===== src/rtl/wb_select_stage.sv =====
// rtl/wb_select_stage.sv - MEM/WB pipeline register with writeback data selection and load lane extraction
module wb_select_stage #(
    parameter int NBITS       = 32,
    parameter int NREG_ADDR   = 5,
    parameter int LINK_OFFSET = 8
) (
    input  logic                 i_clk,
    input  logic                 i_rst_n,
    input  logic                 i_valid,
    input  logic                 i_stall,
    input  logic                 i_flush,
    input  logic [1:0]           i_wb_sel,
    input  logic [1:0]           i_load_size,
    input  logic                 i_load_unsigned,
    input  logic [1:0]           i_addr_lo,
    input  logic [NBITS-1:0]     i_mem_data,
    input  logic [NBITS-1:0]     i_alu_result,
    input  logic [NBITS-1:0]     i_pc,
    input  logic [15:0]          i_imm16,
    input  logic                 i_reg_write,
    input  logic [NREG_ADDR-1:0] i_rd,
    output logic [NBITS-1:0]     o_wb_data,
    output logic [NREG_ADDR-1:0] o_wb_addr,
    output logic                 o_wb_en,
    output logic                 o_valid,
    output logic                 o_misalign
);

    localparam logic [1:0] SEL_ALU  = 2'b00;
    localparam logic [1:0] SEL_MEM  = 2'b01;
    localparam logic [1:0] SEL_LINK = 2'b10;

    localparam logic [1:0] SIZE_BYTE = 2'b00;
    localparam logic [1:0] SIZE_HALF = 2'b01;

    logic [7:0]       byte_lane;
    logic [15:0]      half_lane;
    logic [NBITS-1:0] load_val;
    logic [NBITS-1:0] lui_val;
    logic [NBITS-1:0] next_data;
    logic             misalign;
    logic             next_en;

    always_comb begin
        case (i_addr_lo)
            2'd0:    byte_lane = i_mem_data[7:0];
            2'd1:    byte_lane = i_mem_data[15:8];
            2'd2:    byte_lane = i_mem_data[23:16];
            default: byte_lane = i_mem_data[31:24];
        endcase
        half_lane = i_addr_lo[1] ? i_mem_data[31:16] : i_mem_data[15:0];
    end

    // Fill the whole word with the extension bit, then overlay the lane.
    always_comb begin
        load_val = '0;
        case (i_load_size)
            SIZE_BYTE: begin
                load_val       = {NBITS{~i_load_unsigned & byte_lane[7]}};
                load_val[7:0]  = byte_lane;
            end
            SIZE_HALF: begin
                load_val       = {NBITS{~i_load_unsigned & half_lane[15]}};
                load_val[15:0] = half_lane;
            end
            default: begin
                load_val        = {NBITS{~i_load_unsigned & i_mem_data[31]}};
                load_val[31:0]  = i_mem_data[31:0];
            end
        endcase
    end

    always_comb begin
        lui_val        = '0;
        lui_val[31:16] = i_imm16;
        case (i_wb_sel)
            SEL_ALU:  next_data = i_alu_result;
            SEL_MEM:  next_data = load_val;
            SEL_LINK: next_data = i_pc + NBITS'(LINK_OFFSET);
            default:  next_data = lui_val;
        endcase
    end

    always_comb begin
        misalign = 1'b0;
        if (i_wb_sel == SEL_MEM) begin
            if (i_load_size == SIZE_HALF)
                misalign = i_addr_lo[0];
            else if (i_load_size != SIZE_BYTE)
                misalign = (i_addr_lo != 2'b00);
        end
        next_en = i_valid & i_reg_write & (i_rd != '0) & ~misalign;
    end

    always_ff @(posedge i_clk or negedge i_rst_n) begin
        if (!i_rst_n) begin
            o_wb_data  <= '0;
            o_wb_addr  <= '0;
            o_wb_en    <= 1'b0;
            o_valid    <= 1'b0;
            o_misalign <= 1'b0;
        end else if (i_flush) begin
            // Data and address deliberately hold; only the qualifiers drop.
            o_wb_en    <= 1'b0;
            o_valid    <= 1'b0;
            o_misalign <= 1'b0;
        end else if (!i_stall) begin
            o_wb_data  <= next_data;
            o_wb_addr  <= i_rd;
            o_wb_en    <= next_en;
            o_valid    <= i_valid;
            o_misalign <= i_valid & misalign;
        end
    end

endmodule


===== config.mk =====
export PLATFORM = sky130hd
export DESIGN_NAME = wb_select_stage
export DESIGN_NICKNAME = d
export VERILOG_FILES = /design/src/rtl/wb_select_stage.sv
export SDC_FILE = /design/constraint.sdc
export NUM_CORES = 1
export LEC_CHECK = 0
export ABC_CLOCK_PERIOD_IN_PS = 800
export CAP_MARGIN = 20
export CELL_PAD_IN_SITES_DETAIL_PLACEMENT = 0
export CELL_PAD_IN_SITES_GLOBAL_PLACEMENT = 1
export CORE_UTILIZATION = 25
export DETAILED_ROUTE_END_ITERATION = 8
export PLACE_DENSITY = 0.83
export SLEW_MARGIN = 20
export SYNTH_ARGS = -nofsm -noshare
export SYNTH_HDL_FRONTEND = slang
export SYNTH_SLANG_ARGS = --single-unit

===== constraint.sdc =====
create_clock -name i_clk -period 0.8 [get_ports i_clk]
set_input_delay 0.12 -clock i_clk [delete_from_list [all_inputs] [get_ports i_clk]]
set_output_delay 0.12 -clock i_clk [all_outputs]
set_load 0.03 [all_outputs]

==> implementation parameters <==
Parameter                              Value

Floorplan
  Core Box Area ... 0.01272 sq mm
  Die extent in x ... 116.7 um
  Floorplan die height ... 116.7 um
  Die area ... 0.01363 sq mm
  Row cnt ... 41
  Effective utilization at floorplan ... 0.2587
  Number of I/O pins ... 170

Setup path
  Data required time at the worst endpoint ... 1020 ps
  List of cells traversed by the critical path ... buf_8 > mux4_2 > nand3b_1 > a21oi_4 > buf_6 > buf_6 > o21ai_2 > a31oi_1
  Slowest cell on the critical path ... sky130_fd_sc_hd__a21oi_4
  Most numerous cell on the critical path ... sky130_fd_sc_hd__buf_6
  Data arrival at the endpoint of the critical path ... 1600 ps
  Critical path launch point type ... input pin
  CP max stage delay ... 370 ps
  Largest fanout on the critical path ... 7
  Number of buffer and inverter instances along the worst setup path ... 3
  Cell type group with the largest total delay on the critical path ... compound AO/OA/AOI/OAI gates
  Type of destination of the critical path ... register
  Crit Path Class ... input pin to register

Yosys
  EDFF count, synth ... 0
  Post-synthesis cell area ... 0.003291 sq mm
  Most used standard cell by instance count after synthesis ... sky130_fd_sc_hd__nand2_1
  Post-synthesis mux area share ... 0.03118
  Syn avg cell area ... 7.725 sq um
  Post-synthesis xor/xnor area fraction ... 0.02662
  Share of the synthesized area in compound gates (AO/OA/AOI/OAI) ... 0.3513
  Portion of synthesized cell area occupied by the leading cell type ... 0.3042
  Yosys Warn Count ... 0
  Syn_nets ... 557
  Largest family of logic cells by synthesized area ... compound AO/OA/AOI/OAI gates
  Sequential share of the synthesized area ... 0.3042
  Leading cell types by total area after synthesis ... sky130_fd_sc_hd__dfrtp_1, sky130_fd_sc_hd__a21oi_1, sky130_fd_sc_hd__nand2_1
  Total of flip-flops plus latches after synthesis ... 40
  Synthesized-area fraction occupied by and/or/nand/nor cells ... 0.2388
  Leading post-synthesis cells by instance count ... sky130_fd_sc_hd__nand2_1, sky130_fd_sc_hd__dfrtp_1, sky130_fd_sc_hd__nor2_1, sky130_fd_sc_hd__a21oi_1, sky130_fd_sc_hd__clkbuf_1
  Cell type with the largest total area after synthesis ... sky130_fd_sc_hd__dfrtp_1
  Post-synth ARST share ... 1.000
  Adder-cell share of the synthesized area ... 0.003802
  Gate count after technology mapping ... 426
  Dominant synthesized flop cell ... sky130_fd_sc_hd__dfrtp_1
  Post-synthesis cell type count ... 55

GRT
  Grt total ovfl ... 0
  First-pass GRT wire length ... 26150 um
  Antenna violations before repair ... 0
  Number of global-route vias before repair ... 4929
  Pin count of the biggest net entering global routing ... 41
  Global Route Usage Sum ... 0.2540

Power
  P per Cell Area ... 1264 mW/mm^2
  Lkg Pwr ... 0.003141 uW
  Worst IR drop on VDD ... 0.0008084 V

STA
  Final Worst Setup Slack ... -588.4 ps
  Fraction of the cycle the final worst path needs ... 1.735
  Max-Slew Margin vs Limit ... 0.7213
  Slew at the pin closest to its max-slew limit ... 407.6 ps
  Final number of setup-violating endpoints ... 75
  Final setup skew ... 0 ps
  Final hold vios ... 0
  Worst Hold Slack ... 38.97 ps
  Setup repair after global routing missed its margin ... yes
  Min Tclk post-route ... 1388 ps
  Slew Viols, Final ... 0
  Setup TNS ... -21930 ps
  Peak clock frequency supported by timing ... 0.7203 GHz

Min path
  Worst hold-check path type ... input pin to register

Layout
  Final-stage net count ... 877
  Ratio of cells with drive above 1 in the final layout ... 0.4859
  Antenna Cells ... 0
  Area added between synthesis and finish ... 127.7%
  Area of combinational cells with multiple inputs ... 0.002749 sq mm
  Filler cell count in the final layout ... 1112
  Area taken by flip-flops and latches ... 0.001002 sq mm

Run
  Number of violations of the max-capacitance limit ... 0

Route
  Wirelength, routed ... 17610 um
  Final antenna-violating net count ... 0
  Drt drc ... 0
  Iteration-0 DRC Markers ... 246
  Avg WL per Cell ... 19.16 um
  Vias per Instance ... 5.272
  Via count of the routed design ... 4845
  Pre-antenna DRT Iters ... 5

Place
  Placer Congestion ... 0.8934
  Count of buffers inserted at the top-level ports ... 169
  Half-perimeter wire length of the detailed placement result ... 13460 um

Run status
  Outcome ... finished with violations
  Failing checks ... setup timing

CTS
  H-tree Lvls ... 2
  TritonCTS Buffers ... 5
  Clk_lat worst skew ... 290 ps
  Clock tree from TritonCTS ... yes
  Clk Tree Root Cell ... sky130_fd_sc_hd__clkbuf_16
  Buffers from clock root to sink, at most ... 2
  Count of clock tree sinks ... 40
  Clock Pin Slew Worst Setup and Hold Paths ... 60 ps
[flip-flops by register name, indices dropped and copies added, names as in the netlist]
name / cells
o_misalign: 1
o_wb_addr: 5
o_wb_en: 1
o_valid: 1
o_wb_data: 32
[where the power goes]
group / internal [uW] / switching, uW / total, uW
registers: 2320 / 270 / 2590
clock network: 1470 / 904 / 2370
logic: 2400 / 2120 / 4510
total: 6180 / 3290 / 9470
[area by class of cell]
type                       instances  share of cell area
clock buffer                       5             0.01670
sequential                        40              0.1337
inverter                          10            0.005009
clock inverter                     3            0.005677
multi-input combinational        348              0.3668
tap                              172             0.02872
timing repair buffer             341              0.4433
[placed cells by master (no fill, tap or decap), types with 6 or more instances in the layout]
master,count
sky130_fd_sc_hd__buf_4,131
sky130_fd_sc_hd__clkdlybuf4s50_1,79
sky130_fd_sc_hd__buf_6,72
sky130_fd_sc_hd__dfrtp_1,39
sky130_fd_sc_hd__nand2_1,34
sky130_fd_sc_hd__nor2_1,33
sky130_fd_sc_hd__a21oi_1,21
sky130_fd_sc_hd__a31oi_1,19
sky130_fd_sc_hd__o22ai_1,17
sky130_fd_sc_hd__buf_12,17
sky130_fd_sc_hd__o21ai_2,14
sky130_fd_sc_hd__buf_2,13
sky130_fd_sc_hd__dlygate4sd2_1,13
sky130_fd_sc_hd__a21oi_2,12
sky130_fd_sc_hd__buf_8,12
sky130_fd_sc_hd__nand3_1,11
sky130_fd_sc_hd__o21a_1,10
sky130_fd_sc_hd__nand2b_1,9
sky130_fd_sc_hd__o21ai_1,8
sky130_fd_sc_hd__o211ai_1,8
sky130_fd_sc_hd__o221ai_2,8
sky130_fd_sc_hd__nand4_1,7
sky130_fd_sc_hd__o21ai_0,7
sky130_fd_sc_hd__inv_1,6
sky130_fd_sc_hd__xor2_1,6
[per-layer routing]
layer,global-route usage,up-vias,share of wire
li1,-,2285,-
met1,0.3316,2371,0.43
met2,0.4323,164,0.50
met3,0.03633,25,0.055
met4,0.07848,0,0.022
met5,0,-,0
[final timing paths]
check | slack [ps] | endpoint | depth (start not counted) | startpoint
min in group asynchronous | 340 | o_wb_data[0] | 3 | i_rst_n
worst max-delay path | -590 | o_wb_data[21] | 8 | i_addr_lo[0]
worst max register to register | -120 | o_wb_data[9] | 2 | o_wb_data[9]
worst min-delay path | 40 | o_wb_addr[4] | 3 | i_rd[4]
max in group asynchronous | 250 | o_valid | 3 | i_rst_n
worst min register to register | 510 | o_wb_addr[3] | 2 | o_wb_addr[3]
[repair_timing]
| action | in CTS | in global routing |
|---|---|---|
| setup endpoints to repair | 80 | 75 |
| hold buffers | 1 | 0 |
| setup buffers | 40 | 10 |
| endpoints found under the hold margin | 40 | 0 |
| gates resized for setup | 323 | 41 |
| pin swaps | 78 | 46 |
[cells by family after synthesis]
kind of cell | count (synthesis)
buf+inv | 38
simple gates | 154
flops | 40
fa+ha+maj | 1
xor+xnor | 10
mux | 9
compound gates | 174
[per-stage QoR]
stage               total power (uW)  utilization  setup slack (ps)  std cells  instance area (sq um)
global placement                6338       0.4862             -1361        860                   6186
detailed placement              6379       0.4862             -1437        860                   6186
CTS                             9295       0.5698            -561.6        909                   7249
finish                          9473       0.5890            -588.4        919                   7493
global route                    9829       0.5890            -637.2        919                   7493
floorplan                       4115            -            -741.1        426                   3537
[worst min-delay path, stage by stage]
cell	delay (ps)
sky130_fd_sc_hd__buf_6	70
sky130_fd_sc_hd__nand2_1	40
sky130_fd_sc_hd__nand2_1	60
Note: power is estimated with default switching activity, not from simulation.
